==> src/rtl/uart_mmio_pkg.sv <==
// Shared definitions for the memory-mapped UART: register offsets, STATUS bit
// positions and the state encoding used by both the TX and RX state machines.
package uart_mmio_pkg;

    localparam logic [2:0] TX_DATA_OFF = 3'd0;
    localparam logic [2:0] TX_CTRL_OFF = 3'd1;
    localparam logic [2:0] RX_DATA_OFF = 3'd2;
    localparam logic [2:0] STATUS_OFF  = 3'd3;

    localparam int ST_RX_VALID  = 0;
    localparam int ST_TX_BUSY   = 1;
    localparam int ST_FRAME_ERR = 2;
    localparam int ST_OVERRUN   = 3;

    typedef enum logic [1:0] {
        S_IDLE  = 2'd0,
        S_START = 2'd1,
        S_DATA  = 2'd2,
        S_STOP  = 2'd3
    } uart_state_e;

endpackage

==> src/rtl/uart_rx_core.sv <==
// 8N1 receiver: 2-flop synchronizer, mid-bit sampling FSM with start-glitch rejection.
// Emits a one-cycle byte_done or frame_err pulse right after the stop-bit sample.
module uart_rx_core
    import uart_mmio_pkg::*;
#(
    parameter int CLKS_PER_BIT = 16
) (
    input  logic       clk,
    input  logic       rst,
    input  logic       rx_i,
    output logic [7:0] byte_o,
    output logic       byte_done_o,
    output logic       frame_err_o
);

    localparam int              CNT_W = $clog2(CLKS_PER_BIT);
    localparam logic [CNT_W-1:0] LAST = CNT_W'(CLKS_PER_BIT - 1);
    localparam logic [CNT_W-1:0] HALF = CNT_W'(CLKS_PER_BIT / 2 - 1);

    logic             sync1_q, sync2_q;
    uart_state_e      state_q, state_d;
    logic [CNT_W-1:0] cnt_q, cnt_d;
    logic [2:0]       bit_q, bit_d;
    logic [7:0]       shift_q, shift_d;

    always_ff @(posedge clk) begin
        if (rst) begin
            sync1_q <= 1'b1;
            sync2_q <= 1'b1;
            state_q <= S_IDLE;
            cnt_q   <= '0;
            bit_q   <= '0;
            shift_q <= '0;
        end else begin
            sync1_q <= rx_i;
            sync2_q <= sync1_q;
            state_q <= state_d;
            cnt_q   <= cnt_d;
            bit_q   <= bit_d;
            shift_q <= shift_d;
        end
    end

    always_comb begin
        state_d     = state_q;
        cnt_d       = cnt_q + CNT_W'(1);
        bit_d       = bit_q;
        shift_d     = shift_q;
        byte_done_o = 1'b0;
        frame_err_o = 1'b0;
        unique case (state_q)
            S_IDLE: begin
                cnt_d = '0;
                if (!sync2_q) state_d = S_START;
            end
            S_START: begin
                // Half a bit in: a line that has gone high again was only a glitch.
                if (cnt_q == HALF) begin
                    cnt_d   = '0;
                    bit_d   = '0;
                    state_d = sync2_q ? S_IDLE : S_DATA;
                end
            end
            S_DATA: begin
                if (cnt_q == LAST) begin
                    cnt_d   = '0;
                    shift_d = {sync2_q, shift_q[7:1]};
                    bit_d   = bit_q + 3'd1;
                    if (bit_q == 3'd7) state_d = S_STOP;
                end
            end
            S_STOP: begin
                if (cnt_q == LAST) begin
                    cnt_d       = '0;
                    state_d     = S_IDLE;
                    byte_done_o = sync2_q;
                    frame_err_o = !sync2_q;
                end
            end
        endcase
    end

    assign byte_o = shift_q;

endmodule

==> src/rtl/uart_mmio_slave.sv <==
// Memory-mapped 8N1 UART: register file, TX FSM and read mux, with RX in uart_rx_core.
// Reads are combinational and side-effect free; writes act on the edge where WSel=1.
module uart_mmio_slave
    import uart_mmio_pkg::*;
#(
    parameter int DATA_WIDTH = 32,
    parameter int ADDR_WIDTH = 32,
    parameter int CLK_FREQ   = 50_000_000,
    parameter int BAUD_RATE  = 115200
) (
    input  logic                  clk,
    input  logic                  rst,
    input  logic [ADDR_WIDTH-1:0] map_Address,
    input  logic [DATA_WIDTH-1:0] map_Data,
    input  logic                  WSel,
    input  logic                  HSel,
    output logic [DATA_WIDTH-1:0] HRData,
    input  logic                  uart_rx,
    output logic                  uart_tx
);

    localparam int               CLKS_PER_BIT = CLK_FREQ / BAUD_RATE;
    localparam int               CNT_W        = $clog2(CLKS_PER_BIT);
    localparam logic [CNT_W-1:0] LAST         = CNT_W'(CLKS_PER_BIT - 1);

    logic [2:0] off;
    logic       wr_tx_data, wr_tx_ctrl, wr_status;
    logic       unused_bits;

    assign off         = map_Address[2:0];
    assign wr_tx_data  = WSel && (off == TX_DATA_OFF);
    assign wr_tx_ctrl  = WSel && (off == TX_CTRL_OFF);
    assign wr_status   = WSel && (off == STATUS_OFF);
    assign unused_bits = ^{map_Address[ADDR_WIDTH-1:3], map_Data[DATA_WIDTH-1:8]};

    uart_state_e      tx_state_q, tx_state_d;
    logic [CNT_W-1:0] tx_cnt_q, tx_cnt_d;
    logic [2:0]       tx_bit_q, tx_bit_d;
    logic [7:0]       tx_shift_q, tx_shift_d;
    logic             tx_line_q, tx_line_d;
    logic [7:0]       tx_data_q, tx_data_d;
    logic [7:0]       rx_data_q, rx_data_d;
    logic             rx_valid_q, rx_valid_d;
    logic             frame_err_q, frame_err_d;
    logic             overrun_q, overrun_d;
    logic             tx_busy;

    logic [7:0] rx_byte;
    logic       rx_done, rx_ferr;

    uart_rx_core #(.CLKS_PER_BIT(CLKS_PER_BIT)) u_rx (
        .clk         (clk),
        .rst         (rst),
        .rx_i        (uart_rx),
        .byte_o      (rx_byte),
        .byte_done_o (rx_done),
        .frame_err_o (rx_ferr)
    );

    always_ff @(posedge clk) begin
        if (rst) begin
            tx_state_q  <= S_IDLE;
            tx_cnt_q    <= '0;
            tx_bit_q    <= '0;
            tx_shift_q  <= '0;
            tx_line_q   <= 1'b1;
            tx_data_q   <= '0;
            rx_data_q   <= '0;
            rx_valid_q  <= 1'b0;
            frame_err_q <= 1'b0;
            overrun_q   <= 1'b0;
        end else begin
            tx_state_q  <= tx_state_d;
            tx_cnt_q    <= tx_cnt_d;
            tx_bit_q    <= tx_bit_d;
            tx_shift_q  <= tx_shift_d;
            tx_line_q   <= tx_line_d;
            tx_data_q   <= tx_data_d;
            rx_data_q   <= rx_data_d;
            rx_valid_q  <= rx_valid_d;
            frame_err_q <= frame_err_d;
            overrun_q   <= overrun_d;
        end
    end

    // The line is registered from the current state, so it trails the FSM by one cycle.
    always_comb begin
        tx_state_d = tx_state_q;
        tx_cnt_d   = tx_cnt_q + CNT_W'(1);
        tx_bit_d   = tx_bit_q;
        tx_shift_d = tx_shift_q;
        tx_line_d  = 1'b1;
        unique case (tx_state_q)
            S_IDLE: begin
                tx_cnt_d = '0;
                if (wr_tx_ctrl && map_Data[0]) begin
                    tx_state_d = S_START;
                    tx_shift_d = tx_data_q;
                    tx_bit_d   = '0;
                end
            end
            S_START: begin
                tx_line_d = 1'b0;
                if (tx_cnt_q == LAST) begin
                    tx_cnt_d   = '0;
                    tx_state_d = S_DATA;
                end
            end
            S_DATA: begin
                tx_line_d = tx_shift_q[0];
                if (tx_cnt_q == LAST) begin
                    tx_cnt_d   = '0;
                    tx_shift_d = {1'b0, tx_shift_q[7:1]};
                    tx_bit_d   = tx_bit_q + 3'd1;
                    if (tx_bit_q == 3'd7) tx_state_d = S_STOP;
                end
            end
            S_STOP: begin
                if (tx_cnt_q == LAST) begin
                    tx_cnt_d   = '0;
                    tx_state_d = S_IDLE;
                end
            end
        endcase
    end

    assign tx_busy = (tx_state_q != S_IDLE);
    assign uart_tx = tx_line_q;

    // A completing byte or frame error overrides a same-edge STATUS clear.
    always_comb begin
        tx_data_d   = wr_tx_data ? map_Data[7:0] : tx_data_q;
        rx_data_d   = rx_data_q;
        rx_valid_d  = rx_valid_q;
        frame_err_d = frame_err_q;
        overrun_d   = overrun_q;
        if (wr_status && map_Data[0]) begin
            rx_valid_d  = 1'b0;
            frame_err_d = 1'b0;
            overrun_d   = 1'b0;
        end
        if (rx_done) begin
            rx_data_d  = rx_byte;
            rx_valid_d = 1'b1;
            if (rx_valid_q) overrun_d = 1'b1;
        end
        if (rx_ferr) frame_err_d = 1'b1;
    end

    logic [7:0] rd_val;

    always_comb begin
        rd_val = 8'h00;
        if (HSel) begin
            case (off)
                TX_DATA_OFF: rd_val = tx_data_q;
                TX_CTRL_OFF: rd_val = {7'b0, tx_busy};
                RX_DATA_OFF: rd_val = rx_data_q;
                STATUS_OFF: begin
                    rd_val[ST_OVERRUN]   = overrun_q;
                    rd_val[ST_FRAME_ERR] = frame_err_q;
                    rd_val[ST_TX_BUSY]   = tx_busy;
                    rd_val[ST_RX_VALID]  = rx_valid_q;
                end
                default: rd_val = 8'h00;
            endcase
        end
    end

    assign HRData = DATA_WIDTH'(rd_val);

endmodule

==> config.mk <==
export PLATFORM = sky130hd
export DESIGN_NAME = uart_mmio_slave
export DESIGN_NICKNAME = d
export VERILOG_FILES = /design/src/rtl/uart_mmio_pkg.sv /design/src/rtl/uart_rx_core.sv /design/src/rtl/uart_mmio_slave.sv
export SDC_FILE = /design/constraint.sdc
export NUM_CORES = 1
export LEC_CHECK = 0
export CORE_UTILIZATION = 50
export CTS_BUF_LIST = sky130_fd_sc_hd__clkbuf_4
export CTS_CLUSTER_DIAMETER = 150
export DETAILED_ROUTE_END_ITERATION = 12
export PLACE_DENSITY = 0.85
export RECOVER_POWER = 100
export SYNTH_ARGS = -nofsm -noshare
export SYNTH_HDL_FRONTEND = slang
export SYNTH_HIERARCHICAL = 1
export SYNTH_SLANG_ARGS = --single-unit
export TNS_END_PERCENT = 5
==> constraint.sdc <==
create_clock -name clk -period 3.3 [get_ports clk]
set_clock_uncertainty 0.05 [all_clocks]
set_input_delay 0.825 -clock clk [delete_from_list [all_inputs] [get_ports clk]]
set_output_delay 0.825 -clock clk [all_outputs]
set_load 0.03 [all_outputs]
Word level (Yosys, flattened, before mapping). Cells that the tools add are included.

Add/subtract/negate cells: 4. Equality and inequality tests: 24. Mux-type cells: 41. Reductions and logical operators: 21.

Operators by type and width (number): 2-to-1 mux 9 bit (3); one-hot mux 9 bit (3 select lines) (1); 2-to-1 mux 8 bit (3); 2-to-1 mux 2 bit (11); adder 9 x 1 -> 9 bit, second input constant (2); equality test 9 bit, second input constant (2); one-hot mux 9 bit (2 select lines) (1); one-hot mux 2 bit (4 select lines) (2); one-hot mux 4 bit (4 select lines) (1); one-hot mux 8 bit (2 select lines) (1); 2-to-1 mux 3 bit (4); != test 2 bit, second input constant (6); one-hot mux 3 bit (2 select lines) (2); 2-to-1 mux 1 bit (10); AND reduction 5 bit (2); nonzero test 2 bit (5); equality test 9 x 8 -> 1 bit, second input constant (1); equality test 2 bit, second input constant (4); != test 2 x 1 -> 1 bit, second input constant (4); one-hot mux 4 bit (2 select lines) (1); adder 3 x 1 -> 3 bit, second input constant (2); equality test 3 x 2 -> 1 bit, second input constant (2); equality test 3 bit, second input constant (2); AND reduction 3 bit (2); 10 further kinds (16).

Flip-flop bits (word level): 66. Input port bits: 69. Output and inout port bits: 33.

Longest topological paths before layout.
Word-level depth: 6. Gate-level depth with buffers: 8. Gate-level depth less buffers: 7.

By module. The synthesis kept the hierarchy.

By module, submodules not included: uart_mmio_slave (instances 1, cells an instance 245, area each 2222.1 µm², seq. area each 840.8 µm²); uart_rx_core (instances 1, cells an instance 109, area each 1067.3 µm², seq. area each 480.5 µm²).

Worst setup path after synthesis. Ideal clock, no wire load.

Path type: input -> output. Start: in map_Address[1]. End: out HRData[0]. Arrival time: 2.057 ns. Data required time: 2.425 ns. Path slack: 0.368 ns. Stages on the path: 5. Path buffers: 2. Cell sequence: buf_6 buf_2 nor2_1 a21oi_1 a211oi_1.

Cells in the longest elaborated chain, start to end: 3. Elaborated cells between the ends (all ways): 6. Those cells by class: eq/ne: 3; mux: 2; reduce/logical: 1.

Ends and longest elaborated chain: start: declaration (RTL line uart_mmio_slave.sv:13) `input logic [ADDR_WIDTH-1:0] map_Address,`; equality test 3 x 2 -> 1 bit, or another cell as far along (RTL line uart_mmio_slave.sv:155) `case (off)`; one-hot mux 4 bit (4 select lines) (*) (RTL line uart_mmio_slave.sv:155); 2-to-1 mux 8 bit (*) (RTL line uart_mmio_slave.sv:154) `if (HSel) begin`; end: declaration (RTL line uart_mmio_slave.sv:17) `output logic [DATA_WIDTH-1:0] HRData,`.

Mark *: on every way between the ends. The rest lies on a longest branch, timed or not.

Worst setup path after layout.
Start: in map_Address[1]. End: out HRData[2].

Same word-level chain as after synthesis.

==> results <==
- The average via count per standard cell is ~5.3.
- Yosys printed 6 warnings.
- The most frequently used cell type in the post-synthesis netlist is dfxtp_1.
- Internal power comes to 1.20 mW.
- Clock-pin slew was measured on the worst setup and hold paths at ~0.11 ns.
- On the critical path, the stage with the largest delay is an instance of clkdlybuf4s50_1.
- The first global-routing pass estimated 10.1 mm of wire.
- The count of cells in the finished layout, fillers not included, comes to 462.
- The async set or reset register ratio after synthesis is 0%.
- Once placement completed, the tool counted placed cells totaling 446.
- Of the total power, combinational logic draws 19.7%.
- Summing the sequential cell areas from Yosys gives 40.2% of the chip area.
- Net switching is 31.1% of the power.
- The met1 track demand over resource in global routing is 21.8%.
- Of all nets on the critical path, the largest fanout is 10.
- The synthesized flop and latch total is 66.
- On the worst path, the slowest cell contributes a delay of 0.71 ns.
- Row generation in the floorplan step produced 29 rows.
- The signal on the critical path passes through clkdlybuf4s50_1, clkbuf_2, a31oi_1, nor2_1, clkbuf_2.
- The detailed router finished its first iteration with 106 violations.
- The most frequent cell on the critical path is clkbuf_2.
- The final reports fail on max-capacitance violations, max-slew violations.
- The largest total area in the synthesized netlist belongs to dfxtp_1.
- The number of slew-limit violations in the final report came to 12.
- The global routing usage summed across all routing layers is 18.2%.
- The fraction of layout cells with a size suffix above 1 is 10.6%.
- The post-layout utilization of the core is 55.9%.
- Counting every instance in the synthesized netlist gives 354.
- The die area is between 6000 and 7000 um2.
- The number of buffers on the longest clock path is 2.
- Once layout is done, the placed cells without fillers occupy around 3600 um2.
- The floorplan step set the die width to 83.1 um.
- The power density over the cells is 488 nW/um2.
- The part of the total power dissipated in the clock network is 29.9%.
- The number of primary I/O pins is 102.
- The remaining routing DRC violations is 0.
- After detailed routing, the average wire length per cell comes to 13.0 um.
- In the global route stage, met3 resource usage came out at approximately 4.3%.
- The worst setup path is of the primary input to primary output kind.
- The worst setup path is launched from a primary input.
- For this run, the leading register cell type out of synthesis is dfxtp_1.
- At the worst endpoint, the required time is 2.42 ns.
- The share of Yosys cell area claimed by the top area cell type is 40.2%.
- The launch point of the worst hold path is u_rx/sync1_q$_SDFF_PP1_.
- For this run the aggregate overflow at the end of global routing stands at 0.
- The worst pin sits at a relative slew slack of -5.87%.
- The count of port buffers added during placement is 24.
- The number of antenna cells inserted is 0.
- The number of synthesized flops with an enable pin is 0.
- Dividing the final minimum period by the clock period gives 96.6%.
- The net switching power figure is 0.538 mW.
- The floorplan die height is 83.1 um.
- The synthesized area divided by synthesized cell count is slightly above 9 um2.
- The clock period could shrink to 3.19 ns.
- The path class of the tightest hold or removal check is register to register.
- For this configuration, the core starts out at a cell density of 51.8%.
- Clock latency on the worst-skew pair, taken at its later pin, is 0.40 ns.
- The arrival time at the worst endpoint is ~2.3 ns.
- For this block, the via count after detailed routing is 2439.
- Tracing the worst setup path back leads to its startpoint at map_Address[1].
- TritonCTS built the clock tree.
- Post-CTS timing repair inserted 0 buffers for setup.
- Static timing analysis puts the maximum clock frequency at 314 MHz.
- The tightest hold path in the finished design has a slack of 0.378 ns.
- For this design the static power due to leakage is 1.32 nW.
- The global routing met2 resource utilization is ~30%.
- At the placement stage, the worst setup path has a slack of around 0.15 ns.
- The setup slack after layout is 0.112 ns.
- VDD sags by at most ~310 uV.
- The level count of the clock H-tree is 3.
- The number of instances resized during post-cts repair is 0.
- The cell area after technology mapping is 3290 um2.
- The instance area after placement is between 3000 and 4000 um2.
- Entering global routing, the biggest net connects 29 pins.
- The number of endpoints failing setup at the final stage is 0.
- met2 is the most crowded layer.
- The placeable core region is about 6300 um2.
- After clock tree synthesis, the flow added hold-fix buffers numbering 0.
- The number of antenna violations at the first check in global routing was 0.
- The number of clock buffers inserted by TritonCTS is 9.
- The commonest cells after synthesis are dfxtp_1, nor2_1, mux2i_1, nand2_1, buf_4.
- For this design, the sink count on the clock tree is 66.
- The final weighted congestion in routability-driven placement is ~0.8.
- Sequential cells burn 50.4% of the power.
- The via count of the first global-routing pass is between 2000 and 2500.
- The number of distinct library cells after synthesis is 54.
- The worst register-to-register path begins at u_rx/cnt_q[0]$_SDFF_PP0_.
- Across the run, the number of max-cap violations was 1.
- The completed layout was analyzed and its total power is 1.73 mW.
- The root cell of the clock tree is clkbuf_4.
- In the post-synthesis netlist, the biggest area contributors are dfxtp_1, mux2i_1, nor2_1.
- Setup repair after global routing left no endpoint under its margin.
- The number of antenna-violating nets in the routed design is 0.
- At the end of the flow, the number of nets in the layout was around 460.
- The hold violation total from the final report is 0.
- The final layout contains routed wiring with a total length of 6.00 mm.
- The total iterations of the first detailed-routing run is 4.
- The worst setup path is captured at a primary output.
- The sum of net half-perimeters after detailed placement is 4.38 mm.
- The layout overhead on the synthesized area is 7.99%.
- The transition time at the pin with the least slew margin is 1.58 ns.
- The flow ran to the end, but the final reports show violations.
- The setup total negative slack is 0 ns.
==> path summary, 6_finish.rpt <==
kind                                  to  slack [ns]  depth (start not counted)
max reg2reg  u_rx/byte_o[3]$_SDFFE_PP0P_        0.70                          5
max                            HRData[2]        0.11                          5
min reg2reg      u_rx/sync2_q$_SDFF_PP1_        0.38                          1
min              u_rx/sync2_q$_SDFF_PP1_        0.38                          1
==> layout by cell type (no fill, tap or decap), types with 5 or more instances in the layout <==
cell / synthesis / layout
nor2_1: 60 / 60
buf_4: 24 / 5
conb_1: 1 / 24
clkdlybuf4s50_1: 0 / 13
nand3_1: 5 / 5
nand2_1: 30 / 30
a311oi_1: 6 / 7
clkbuf_2: 0 / 5
xnor2_1: 11 / 11
inv_1: 9 / 9
ha_1: 13 / 13
a21oi_1: 18 / 19
dfxtp_1: 66 / 66
clkbuf_4: 0 / 9
mux2i_1: 34 / 34
==> worst max-delay path, delay by kind of cell <==
family | cells | cell delay, ns
AOI/OAI and AO/OA | 1 | 0.10
and+or+nand+nor | 1 | 0.16
buffers and inverters | 3 | 1.23
==> routing by layer <==
metal	up-vias	part of all wire, %
met3	17	4.2
li1	1225	-
met2	76	49
met4	0	2.8
met1	1121	44
met5	-	0
==> cells by family after synthesis <==
group                      Yosys count  synth area share, %
and+or+nand+nor                    126                 18.8
DFF                                 66                 40.2
AOI/OAI and AO/OA                   51                 11.8
buffers and inverters               47                 9.47
muxes                               35                 10.7
xor gates and xnor gates            15                 3.99
adders and majority gates           13                 4.94
other                                1                0.114
==> sequential cells by signal, indices dropped and copies added (netlist names), 2 cells and up, named ones only <==
| name | count |
|---|---|
| tx_shift_q | 8 |
| u_rx/bit_q | 3 |
| tx_cnt_q | 9 |
| u_rx/cnt_q | 9 |
| tx_bit_q | 3 |
| u_rx/byte_o | 8 |
| rx_data_q | 8 |
| tx_state_q | 2 |
| tx_data_q | 8 |
==> power by group through the flow <==
stage,combinational [mW],clock [mW],sequential [mW]
final,0.341,0.519,0.874
after global routing,0.377,0.565,0.879
after CTS,0.356,0.532,0.874
after detailed placement,0.352,0,0.892
after global placement,0.339,0,0.888
after floorplan,0.325,0,0.889
==> final cells by class <==
| type | instances | area (um2) |
|---|---|---|
| flip-flops and latches | 66 | 1320 |
| well taps | 77 | 96.3 |
| multi-input cells | 264 | 1720 |
| clock inverters | 7 | 70.1 |
| repair buffers | 30 | 239 |
| clock buffers | 9 | 67.6 |
| fillers | 542 | 2800 |
| inverters | 9 | 33.8 |
Power figures use the tool's default switching activity.
